### src/rtl/pc_pkg.sv
// ============================================================================
// Module : pc_pkg
// Brief  : Shared constants for the program-counter unit: FSM state codes,
//          redirect-source select codes and default vectors.
// Rev    : 1.0  initial release
// ============================================================================
`default_nettype none

package pc_pkg;

   localparam logic [0:0] ST_RUN  = 1'b0;
   localparam logic [0:0] ST_HOLD = 1'b1;

   typedef logic [2:0] pc_sel_t;

   localparam pc_sel_t SEL_SEQ  = 3'd0;
   localparam pc_sel_t SEL_JMP  = 3'd1;
   localparam pc_sel_t SEL_BR   = 3'd2;
   localparam pc_sel_t SEL_PEND = 3'd3;
   localparam pc_sel_t SEL_ERET = 3'd4;
   localparam pc_sel_t SEL_EXC  = 3'd5;

   localparam logic [31:0] PC_RESET_VEC   = 32'h0040_0000;
   localparam logic [31:0] PC_EXC_VEC     = 32'h0040_0004;
   localparam int          PC_INSTR_BYTES = 4;

endpackage

`default_nettype wire

### src/rtl/pc_ctrl_if.sv
// ============================================================================
// Module : pc_ctrl_if
// Brief  : Redirect-request / fetch-PC bundle between the pipeline (master)
//          and the program-counter unit (slave).
// Rev    : 1.0  initial release
// ============================================================================
`default_nettype none

interface pc_ctrl_if #(
   parameter int ADDR_W = 32
);
   logic              stall;
   logic              br_taken;
   logic [ADDR_W-1:0] br_target;
   logic              jmp_valid;
   logic [ADDR_W-1:0] jmp_target;
   logic              exc_req;
   logic [ADDR_W-1:0] exc_pc;
   logic              eret;
   logic [ADDR_W-1:0] pc_out;
   logic [ADDR_W-1:0] pc_next_seq;
   logic [ADDR_W-1:0] epc_out;
   logic              pend_valid;
   logic              misalign;

   modport master (
      output stall, br_taken, br_target, jmp_valid, jmp_target,
             exc_req, exc_pc, eret,
      input  pc_out, pc_next_seq, epc_out, pend_valid, misalign
   );

   modport slave (
      input  stall, br_taken, br_target, jmp_valid, jmp_target,
             exc_req, exc_pc, eret,
      output pc_out, pc_next_seq, epc_out, pend_valid, misalign
   );
endinterface

`default_nettype wire

### src/rtl/pc_redirect_arb.sv
// ============================================================================
// Module : pc_redirect_arb
// Brief  : Combinational redirect priority select:
//          exc > eret > pending > branch > jump > sequential.
// Rev    : 1.0  initial release
// ============================================================================
`default_nettype none

module pc_redirect_arb
   import pc_pkg::*;
#(
   parameter int                ADDR_W  = 32,
   parameter logic [ADDR_W-1:0] EXC_VEC = ADDR_W'(PC_EXC_VEC)
) (
   input  logic              exc_req,
   input  logic              eret,
   input  logic              pend_valid,
   input  logic              br_taken,
   input  logic              jmp_valid,
   input  logic [ADDR_W-1:0] epc,
   input  logic [ADDR_W-1:0] pend_target,
   input  logic [ADDR_W-1:0] br_target,
   input  logic [ADDR_W-1:0] jmp_target,
   input  logic [ADDR_W-1:0] pc_seq,
   output pc_sel_t           sel,
   output logic [ADDR_W-1:0] target
);

   always_comb begin
      sel    = SEL_SEQ;
      target = pc_seq;
      if (exc_req) begin
         sel    = SEL_EXC;
         target = EXC_VEC;
      end else if (eret) begin
         sel    = SEL_ERET;
         target = epc;
      end else if (pend_valid) begin
         sel    = SEL_PEND;
         target = pend_target;
      end else if (br_taken) begin
         sel    = SEL_BR;
         target = br_target;
      end else if (jmp_valid) begin
         sel    = SEL_JMP;
         target = jmp_target;
      end
   end

endmodule

`default_nettype wire

### src/rtl/pc_ctrl.sv
// ============================================================================
// Module : pc_ctrl
// Brief  : Fetch program counter with redirect arbitration, stall-time
//          redirect latching, EPC capture and misaligned-target trapping.
//          Define PC_REDIRECT_CNT_EN to add the saturating redirect_cnt port.
// Rev    : 1.0  initial release
// ============================================================================
`default_nettype none

module pc_ctrl
   import pc_pkg::*;
#(
   parameter int                ADDR_W      = 32,
   parameter logic [ADDR_W-1:0] RESET_VEC   = ADDR_W'(PC_RESET_VEC),
   parameter logic [ADDR_W-1:0] EXC_VEC     = ADDR_W'(PC_EXC_VEC),
   parameter int                INSTR_BYTES = PC_INSTR_BYTES
) (
   input  logic        clk,
   input  logic        rst,
   pc_ctrl_if.slave    bus
`ifdef PC_REDIRECT_CNT_EN
   ,
   output logic [31:0] redirect_cnt
`endif
);

   localparam int ALIGN_W = $clog2(INSTR_BYTES);

   logic [0:0]        r_state, w_state_nxt;
   logic [ADDR_W-1:0] r_pc, r_epc, r_pend_target;
   logic [ADDR_W-1:0] w_pc_seq, w_arb_target, w_pc_nxt;
   pc_sel_t           w_sel;
   logic              r_misalign;
   logic              w_pend_valid, w_load, w_latch, w_checked, w_mis_bits, w_mis, w_redirect;
   logic              w_any_req;

   assign w_pc_seq  = r_pc + ADDR_W'(INSTR_BYTES);
   assign w_any_req = bus.br_taken | bus.jmp_valid;

   pc_redirect_arb #(
      .ADDR_W  (ADDR_W),
      .EXC_VEC (EXC_VEC)
   ) u_arb (
      .exc_req     (bus.exc_req),
      .eret        (bus.eret),
      .pend_valid  (w_pend_valid),
      .br_taken    (bus.br_taken),
      .jmp_valid   (bus.jmp_valid),
      .epc         (r_epc),
      .pend_target (r_pend_target),
      .br_target   (bus.br_target),
      .jmp_target  (bus.jmp_target),
      .pc_seq      (w_pc_seq),
      .sel         (w_sel),
      .target      (w_arb_target)
   );

   generate
      if (ALIGN_W > 0) begin : g_align_chk
         assign w_mis_bits = |w_arb_target[ALIGN_W-1:0];
      end else begin : g_no_align_chk
         assign w_mis_bits = 1'b0;
      end
   endgenerate

   always_ff @(posedge clk or posedge rst) begin
      if (rst) r_state <= ST_RUN;
      else     r_state <= w_state_nxt;
   end

   always_comb begin
      w_state_nxt = r_state;
      if (bus.exc_req || bus.eret)
         w_state_nxt = ST_RUN;
      else if (r_state == ST_RUN && bus.stall && w_any_req)
         w_state_nxt = ST_HOLD;
      else if (r_state == ST_HOLD && !bus.stall)
         w_state_nxt = ST_RUN;
   end

   // exc/eret bypass the stall; only br/jmp/pending targets are alignment-checked
   always_comb begin
      w_pend_valid = (r_state == ST_HOLD);
      w_load       = bus.exc_req | bus.eret | ~bus.stall;
      w_latch      = (r_state == ST_RUN) && bus.stall && w_any_req && !bus.exc_req && !bus.eret;
      w_checked    = (w_sel == SEL_BR) || (w_sel == SEL_JMP) || (w_sel == SEL_PEND);
      w_mis        = w_load && w_checked && w_mis_bits;
      w_pc_nxt     = w_mis ? EXC_VEC : w_arb_target;
      w_redirect   = w_load && (w_sel != SEL_SEQ);
   end

   always_ff @(posedge clk or posedge rst) begin
      if (rst) begin
         r_pc          <= RESET_VEC;
         r_epc         <= '0;
         r_pend_target <= '0;
         r_misalign    <= 1'b0;
      end else begin
         if (w_load)
            r_pc <= w_pc_nxt;
         if (bus.exc_req)
            r_epc <= bus.exc_pc;
         else if (w_mis)
            r_epc <= w_arb_target;
         if (w_latch)
            r_pend_target <= w_arb_target;
         r_misalign <= w_mis;
      end
   end

`ifdef PC_REDIRECT_CNT_EN
   logic [31:0] r_redirect_cnt;

   always_ff @(posedge clk or posedge rst) begin
      if (rst)
         r_redirect_cnt <= '0;
      else if (w_redirect && (r_redirect_cnt != 32'hFFFF_FFFF))
         r_redirect_cnt <= r_redirect_cnt + 32'd1;
   end

   assign redirect_cnt = r_redirect_cnt;
`else
   logic w_unused_redirect;
   assign w_unused_redirect = w_redirect;
`endif

   assign bus.pc_out      = r_pc;
   assign bus.pc_next_seq = w_pc_seq;
   assign bus.epc_out     = r_epc;
   assign bus.pend_valid  = w_pend_valid;
   assign bus.misalign    = r_misalign;

endmodule

`default_nettype wire

### src/flat_wrapper.sv
// flat-port wrapper written by rule: the top's interface ports become plain ports
module pc_ctrl_flat import pc_pkg::*;
#(
   parameter int                ADDR_W      = 32,
   parameter logic [ADDR_W-1:0] RESET_VEC   = ADDR_W'(PC_RESET_VEC),
   parameter logic [ADDR_W-1:0] EXC_VEC     = ADDR_W'(PC_EXC_VEC),
   parameter int                INSTR_BYTES = PC_INSTR_BYTES
)
  (clk, rst, bus_stall, bus_br_taken, bus_br_target, bus_jmp_valid, bus_jmp_target, bus_exc_req, bus_exc_pc, bus_eret, bus_pc_out, bus_pc_next_seq, bus_epc_out, bus_pend_valid, bus_misalign);
  pc_ctrl_if #(.ADDR_W(ADDR_W)) bus_i ();
  input  logic clk;
  input  logic rst;
  input wire logic [$bits(bus_i.stall)-1:0] bus_stall;
  input wire logic [$bits(bus_i.br_taken)-1:0] bus_br_taken;
  input wire logic [$bits(bus_i.br_target)-1:0] bus_br_target;
  input wire logic [$bits(bus_i.jmp_valid)-1:0] bus_jmp_valid;
  input wire logic [$bits(bus_i.jmp_target)-1:0] bus_jmp_target;
  input wire logic [$bits(bus_i.exc_req)-1:0] bus_exc_req;
  input wire logic [$bits(bus_i.exc_pc)-1:0] bus_exc_pc;
  input wire logic [$bits(bus_i.eret)-1:0] bus_eret;
  output wire logic [$bits(bus_i.pc_out)-1:0] bus_pc_out;
  output wire logic [$bits(bus_i.pc_next_seq)-1:0] bus_pc_next_seq;
  output wire logic [$bits(bus_i.epc_out)-1:0] bus_epc_out;
  output wire logic [$bits(bus_i.pend_valid)-1:0] bus_pend_valid;
  output wire logic [$bits(bus_i.misalign)-1:0] bus_misalign;
  assign bus_i.stall = bus_stall;
  assign bus_i.br_taken = bus_br_taken;
  assign bus_i.br_target = bus_br_target;
  assign bus_i.jmp_valid = bus_jmp_valid;
  assign bus_i.jmp_target = bus_jmp_target;
  assign bus_i.exc_req = bus_exc_req;
  assign bus_i.exc_pc = bus_exc_pc;
  assign bus_i.eret = bus_eret;
  assign bus_pc_out = bus_i.pc_out;
  assign bus_pc_next_seq = bus_i.pc_next_seq;
  assign bus_epc_out = bus_i.epc_out;
  assign bus_pend_valid = bus_i.pend_valid;
  assign bus_misalign = bus_i.misalign;
  pc_ctrl #(.ADDR_W(ADDR_W), .RESET_VEC(RESET_VEC), .EXC_VEC(EXC_VEC), .INSTR_BYTES(INSTR_BYTES)) u_core (.clk(clk), .rst(rst), .bus(bus_i));
endmodule
### config.mk
export PLATFORM = sky130hd
export DESIGN_NAME = pc_ctrl_flat
export DESIGN_NICKNAME = d
export VERILOG_FILES = /design/src/rtl/pc_pkg.sv /design/src/rtl/pc_ctrl_if.sv /design/src/rtl/pc_redirect_arb.sv /design/src/rtl/pc_ctrl.sv /design/src/flat_wrapper.sv
export SDC_FILE = /design/constraint.sdc
export NUM_CORES = 1
export LEC_CHECK = 0
export BUFFER_PORTS_ARGS = -buffer_cell sky130_fd_sc_hd__buf_2
export CAP_MARGIN = 10
export CORE_MARGIN = 2
export CORE_UTILIZATION = 45
export DETAILED_ROUTE_END_ITERATION = 6
export PLACE_DENSITY = 0.73
export SYNTH_ARGS = -nofsm -noshare
export SYNTH_HDL_FRONTEND = slang
export SYNTH_SLANG_ARGS = --single-unit
### constraint.sdc
create_clock -name clk -period 4.5 [get_ports clk]
set_input_delay 0.9 -clock clk [delete_from_list [all_inputs] [get_ports clk]]
set_output_delay 0.9 -clock clk [all_outputs]
set_load 0.02 [all_outputs]
== Word-level counts from Yosys, hierarchy flattened ==
Index checks and enable logic that the tools add are counted.

* Memories: 0
* Bits in registers: 98
* RAM bits: 0
* ROM bits: 0
* Input bits: 103
* Latch bits: 0
* Output and inout port bits: 98

* Bitwise operators: 5
* Mux-type cells: 16
* $add $sub $neg: 1
* Divide/modulo/power cells: 0
* Order comparisons: 0
* Multipliers: 0
* Eq/ne operators: 3
* Shifts and indexed selects: 0
* Reduce and logical (&&, ||, !) cells: 16

{| class="wikitable"
|+ Operator list
! kind !! number
|-
| $mux 32 || 8
|-
| $add 32x3->32 const B || 1
|-
| $logic_and 1x1->1 || 7
|-
| $eq 3x2->1 const B || 2
|-
| $mux 3 || 2
|-
| $mux 1 || 4
|-
| $mux 2 || 2
|-
| $eq 3x1->1 const B || 1
|-
| $logic_not 1->1 || 3
|-
| $logic_or 1x1->1 || 3
|-
| $or 1x1->1 || 3
|-
| $reduce_bool 3->1 || 1
|-
| $not 1->1 || 2
|-
| $reduce_bool 2->1 || 1
|-
| $reduce_or 2->1 || 1
|}

== Depth between registers and ports, before layout ==
Gate-level depths: netlist of run 1.

* Depth in word-level cells: 12
* Gate-level depth with buffers: 10

== Hierarchy ==
A second synthesis of run 1 with hierarchy kept.

* Cell total of the unflattened synthesis: 691
* Area, all modules: 6565.0 sq um

{| class="wikitable"
|+ Modules (own cells, without submodules)
! module !! sequential area each (sq um) !! instances !! cells an instance !! area an instance (sq um)
|-
| pc_ctrl || 2453.6 || 1 || 464 || 4606.9
|-
| pc_redirect_arb || 0.0 || 1 || 227 || 1958.1
|}

== Least setup slack after synthesis of run 1 ==
Ideal clock, no wire load.

* Kind: flip-flop to output port
* Start point: reg u_core.r_pc[14] (netlist: u_core.bus.pc_out[14])
* End point: out bus_pc_next_seq[31]
* Arrival time: 1.932 ns
* Stages on the path, launching flop included: 8
* Buffers on the path: 2
* Path slack: 1.668 ns
* Cells stage by stage: dfrtp_1 > buf_2 > and4_1 > and4_4 > buf_6 > and3_1 > nand4_1 > xnor2_1

* Word-level cells in the longest chain between the ends: 1

{| class="wikitable"
|+ Ends and longest elaborated chain
! item !! line !! text
|-
| from (decl) || pc_ctrl.sv:30 || <nowiki>logic [ADDR_W-1:0] r_pc, r_epc, r_pend_target;</nowiki>
|-
| from (signal assigned) || pc_ctrl.sv:100 || <nowiki>r_pc <= w_pc_nxt;</nowiki>
|-
| $add 32x3->32 || pc_ctrl.sv:37 || <nowiki>assign w_pc_seq = r_pc + ADDR_W'(INSTR_BYTES);</nowiki>
|-
| to (decl) || flat_wrapper.sv:22 || <nowiki>output wire logic [$bits(bus_i.pc_next_seq)-1:0] bus_pc_next_seq;</nowiki>
|}

No other way between the ends.

== Worst setup path in the final report of run 1 ==
* Start point: reg u_core.r_pc[4] (netlist: u_core.bus.pc_out[4])
* End point: out bus_pc_next_seq[31]

The elaborated chain is that of the path after synthesis.

==> results of run 1 <==
## power by group
part | leakage, nW | total [mW] | internal, mW | switching [mW]
Sequential | 1.23 | 1.13 | 1.00 | 0.123
Clock | 0.163 | 0.875 | 0.519 | 0.356
Combinational | 2.13 | 0.672 | 0.265 | 0.408
Total | 3.52 | 2.67 | 1.79 | 0.886
## metrics by stage
step           power, mW  area [sq um]  hold slack (ps)
3_5_place_dp        1.80          6950              462
5_1_grt             2.77          7280              495
4_1_cts             2.66          7280              478
6_report            2.67          7280              479
2_1_floorplan       1.54          5900              437
3_3_place_gp        1.78          6950              457
## cell usage after synthesis (all sizes together) (16+ instances only)
| master | n |
|---|---|
| nand3 | 18 |
| nand2 | 94 |
| a21oi | 19 |
| buf | 28 |
| o21ai | 46 |
| clkbuf | 24 |
| a22o | 26 |
| dfrtp | 97 |
| mux2 | 19 |
| a221o | 16 |
| nor2 | 38 |
| or3 | 16 |
## final timing paths
path                                                 to               startpoint  depth (start not counted)  slack [ps]
worst min-delay path            u_core.r_pend_target[9]  u_core.r_pend_target[9]                          2         480
worst max register to register    u_core.bus.pc_out[10]    u_core.bus.pend_valid                          7        1360
min in group asynchronous        u_core.bus.epc_out[11]                      rst                          2         800
max in group asynchronous       u_core.r_pend_target[7]                      rst                          3        2800
worst max-delay path                bus_pc_next_seq[31]     u_core.bus.pc_out[4]                          6         910
worst min register to register  u_core.r_pend_target[9]  u_core.r_pend_target[9]                          2         480
## final cells by class
| type | instances | area (sq um) | share of cell area [%] |
|---|---|---|---|
| multi-input cells | 477 | 3130 | 43.0 |
| flip-flops and latches | 98 | 2450 | 33.7 |
| repair buffers | 212 | 1090 | 15.0 |
| clock buffers | 12 | 256 | 3.52 |
| well taps | 172 | 215 | 2.96 |
| clock inverters | 4 | 73.8 | 1.01 |
| inverters | 15 | 58.8 | 0.808 |
## routing by layer
| layer | part of all wire (%) | routed length [um] | global-route usage, % |
|---|---|---|---|
| met3 | 8.6 | 1880 | 5.55 |
| met5 | 0 | 0 | 0 |
| met2 | 48 | 10600 | 50.0 |
| met4 | 2.8 | 624 | 12.3 |
| met1 | 40 | 8860 | 40.1 |
## logic make-up (layout without fill, tap and decap cells)
family                   after synthesis  in the layout  share of synthesized area, %
adder cells (fa/ha/maj)                1              1                         0.212
buffers and inverters                 67            243                          5.62
flip-flops                            98             98                          41.6
AND/OR/NAND/NOR                      226            226                          18.7
multiplexers                          28             28                          5.15
XOR/XNOR                              21             21                          3.12
AO/OA/AOI/OAI                        201            201                          25.7
## sequential cells by signal, summed over array words and instances, names as in the netlist
name                   cells
u_core.r_pend_target      32
u_core.bus.pc_out         32
u_core.bus.epc_out        32
u_core.bus.misalign        1
u_core.bus.pend_valid      1
## tightest hold or removal path, stage by stage (launching register included)
cell     delay (ps)
dfrtp_1         340
nand2_1          50
nand2_1          50
==> flow_summary.json, run 1 <==
{
  "status": "completed",
  "slew_violations": 0,
  "synth_edf_count": 0,
  "io_pins": 201,
  "cp-start-kind": "flip-flop",
  "rsz0062_at_grt": "false",
  "ctsRootBufferMaster": "clkbuf_16",
  "crit_path_frequent_cell": "nand4_1",
  "ant_nets": 0,
  "coreArea_sq_mm": 0.0127,
  "clock_latency_ps": 350,
  "final_cells": 990,
  "area_delta_synth_final_pct": 23.3,
  "die-area_sq_mm": 0.0141,
  "drt_iter0_markers": 651,
  "endpoint_kind": "output port",
  "yosys.area.top_type_share_pct": 41.1,
  "fin_skew_ps": 13.4,
  "async_reset_ff_share_pct": 100,
  "vias": 6251,
  "overflow": 0,
  "die_w_um": 119,
  "rows": 41,
  "first_pass_iters": 5,
  "vias_per_cell": 6.31,
  "timing.final.ws_setup_ps": 909,
  "grt_max_degree": 79,
  "synthFlopType": "dfrtp_1",
  "final_cell_mix": "buf_2, dfrtp_1, nand2_1",
  "finalHoldViolCount": 0,
  "p_per_area_mw_per_mm2": 367,
  "clkTransAtPathRegs_ps": 70,
  "synth_top_area_cell": "dfrtp_1",
  "avgSynthCellArea_sq_um": 9.19,
  "synth_nets": 746,
  "grt_usage_pct": 30.6,
  "hpwlAfterDp_um": 14900,
  "max_freq_mhz": 278,
  "tns_ps": 0,
  "die_h_um": 119,
  "max_slew_margin_pct": 29.6,
  "place_inst": 974,
  "dp_slack_ps": 882,
  "syn_inst": 642,
  "final_common_cell": "buf_2",
  "syn-cell-area_sq_mm": 0.00590,
  "crit_family": "simple AND/OR/NAND/NOR gates",
  "hp-class": "flip-flop to flip-flop",
  "cts_setup_buffers": 0,
  "critPathMaxStageDelay_ps": 510,
  "synth_area_leaders": "dfrtp_1, nand2_1, a22o_1",
  "cp.required_ps": 3600,
  "yosysWarnings": 0,
  "ctsResizeCount": 0,
  "ys_seq_area_share_pct": 41.6,
  "n_fill_cell": 1199,
  "synth_seq_cells": 98,
  "cts_tree": "yes",
  "timing.final.crit_share_pct": 79.8,
  "initial_utilization_pct": 46.4,
  "leakage_nw": 3.52,
  "drt_wl_total_um": 21900,
  "htree_levels": 3,
  "first_global_vias": 6104,
  "cts_sinks": 98,
  "crit_type": "flip-flop to output port",
  "crit_arrival_ps": 2690,
  "crit_slowest_cell": "dfrtp_1",
  "wire_per_inst_um": 22.1,
  "fin_nets": 917,
  "gp_congestion": 0.917,
  "drive_above_1_share_pct": 33.6,
  "ys_types": 71,
  "drc": 0,
  "final_core_util_pct": 57.2,
  "cts_buffers": 9,
  "path_cells": "nand4_1 -> nor2_1 -> and3_1 -> nand4_1 -> xnor2_1 -> buf_2",
  "holdBufCountCts": 0,
  "crit_fanout": 8,
  "tightest_slew_ps": 1050,
  "drv_cap": 0,
  "setup_violations": 0,
  "ir_drop_v": 0.000170,
  "grt_pass1_wl_um": 33700,
  "clk_path_buf_depth": 2,
  "antenna_found_initial": 0,
  "portBuffers": 200,
  "layout_min_cycle_time_ps": 3590,
  "diodes": 0,
  "crit_buf_inv": 1
}
Note: power is estimated with default switching activity, not from simulation.
==> inputs of run 2 (changes only) <==
--- a/config.mk
+++ b/config.mk
@@ -10,7 +10,7 @@
 export CORE_MARGIN = 2
 export CORE_UTILIZATION = 45
 export DETAILED_ROUTE_END_ITERATION = 6
-export PLACE_DENSITY = 0.73
+export PLACE_DENSITY = 0.76
 export SYNTH_ARGS = -nofsm -noshare
 export SYNTH_HDL_FRONTEND = slang
 export SYNTH_SLANG_ARGS = --single-unit
==> constraint.sdc (replaced) <==
create_clock -name clk -period 3.3 [get_ports clk]
set_input_delay 0.66 -clock clk [delete_from_list [all_inputs] [get_ports clk]]
set_output_delay 0.66 -clock clk [all_outputs]
set_load 0.02 [all_outputs]
==> run 2 against run 1 <==
- flip-flop and latch count unchanged
- final area grew 1.2%
- via count down 1.3%
- combinational power increased by 38%
==> flow_summary.json, run 2 (synthesized netlist as in run 1, its figures left out) <==
{
  "status": "completed",
  "area_delta_synth_final_pct": 24.7,
  "coreArea_sq_mm": 0.0127,
  "timing.final.crit_share_pct": 93.3,
  "layout_min_cycle_time_ps": 3080,
  "leakage_nw": 3.58,
  "cp-start-kind": "flip-flop",
  "cts_buffers": 9,
  "grt_max_degree": 53,
  "hp-class": "primary input to async pin",
  "ctsRootBufferMaster": "clkbuf_16",
  "cts_sinks": 98,
  "crit_fanout": 7,
  "portBuffers": 200,
  "vias": 6172,
  "cts_setup_buffers": 0,
  "gp_congestion": 0.925,
  "slew_violations": 0,
  "tightest_slew_ps": 779,
  "rsz0062_at_grt": "false",
  "endpoint_kind": "output port",
  "io_pins": 201,
  "worstSetupStartpoint": "u_core.bus.pc_out[2]",
  "drv_cap": 0,
  "clkTransAtPathRegs_ps": 70,
  "cp.required_ps": 2640,
  "drc": 0,
  "die_h_um": 119,
  "setup_violations": 0,
  "wire_per_inst_um": 20.9,
  "drt_wl_total_um": 20900,
  "final_cell_mix": "buf_2, dfrtp_1, nand2_1",
  "crit_type": "flip-flop to output port",
  "ir_drop_v": 0.000259,
  "clock_latency_ps": 360,
  "max_freq_mhz": 325,
  "drive_above_1_share_pct": 34.9,
  "finalHoldViolCount": 0,
  "cts_tree": "yes",
  "total_power_mw": 3.51,
  "max_slew_margin_pct": 47.8,
  "initial_utilization_pct": 46.4,
  "htree_levels": 3,
  "first_global_vias": 5902,
  "vias_per_cell": 6.15,
  "p_per_area_mw_per_mm2": 477,
  "grt_pass1_wl_um": 32700,
  "antenna_found_initial": 0,
  "timing.rr.start": "u_core.bus.pc_out[2]",
  "rows": 41,
  "die-area_sq_mm": 0.0141,
  "overflow": 0,
  "fin_nets": 930,
  "clk_path_buf_depth": 2,
  "ant_nets": 0,
  "first_pass_iters": 5,
  "fin_skew_ps": 5.53,
  "tns_ps": 0,
  "grt_usage_pct": 29.8,
  "drt_iter0_markers": 752,
  "die_w_um": 119,
  "crit_arrival_ps": 2420,
  "hpwlAfterDp_um": 14900,
  "final_common_cell": "buf_2",
  "diodes": 0
}
[run 2: cell types whose count changed in the layout (fill, tap and decap cells not counted), sizes merged]
| cell | before | now |
|---|---|---|
| clkinv | 2 | 3 |
| inv | 15 | 16 |
| buf | 212 | 225 |
| clkbuf | 12 | 11 |
| bufinv | 2 | 1 |
[run 2: layer usage]
| layer | GRT usage, % | vias up | part of all wire (%) |
|---|---|---|---|
| met5 | 0 | - | 0 |
| met4 | 12.4 | 0 | 3.0 |
| met3 | 4.58 | 49 | 9.1 |
| met2 | 47.8 | 371 | 48 |
| met1 | 40.2 | 2972 | 40 |
| li1 | - | 2780 | - |
[run 2: power breakdown]
part,internal (mW),switching [mW]
Sequential,1.37,0.156
Clock,0.588,0.470
Combinational,0.373,0.554
[run 2: what timing repair did]
action | 4_1_cts | 5_1_grt
endpoints found under the hold margin | 0 | 0
hold buffers | 0 | 0
resized for setup | 0 | 2
setup endpoints to repair | 0 | 4
[run 2: metrics by stage]
step	utilization (%)	hold WS (ps)	cells	cell area [sq um]	setup slack, ps
after floorplan	-	437	642	5900	79.6
after global placement	55.6	449	987	7070	526
after detailed placement	55.6	455	987	7070	458
after CTS	57.8	418	1003	7360	181
after global routing	57.9	446	1003	7360	86.1
final	57.9	392	1003	7360	222
[run 2: area by class of cell]
class	instances	area (sq um)
Clock buffer	11	233
Clock inverter	5	53.8
Fill cell	1196	5360
Inverter	15	58.8
Multi-Input combinational cell	477	3140
Sequential cell	98	2450
Tap cell	172	215
Timing Repair Buffer	225	1210
[run 2: final timing paths]
path                            cells past startpoint  slack [ps]                        to
min in group clk                                    2         480   u_core.r_pend_target[9]
worst min register to register                      2         480   u_core.r_pend_target[9]
worst min-delay path                                2         390     u_core.bus.pc_out[10]
worst max-delay path                                6         220       bus_pc_next_seq[16]
max in group asynchronous                           3        2170     u_core.bus.pc_out[22]
worst max register to register                      7         810  u_core.r_pend_target[26]
[run 2: critical path, stage by stage (launching register included)]
cell and delay, ps:
dfrtp_1 500, ha_1 280, and3_1 330, nand4_1 310, nor2_1 210, xor2_1 220
buf_2 210
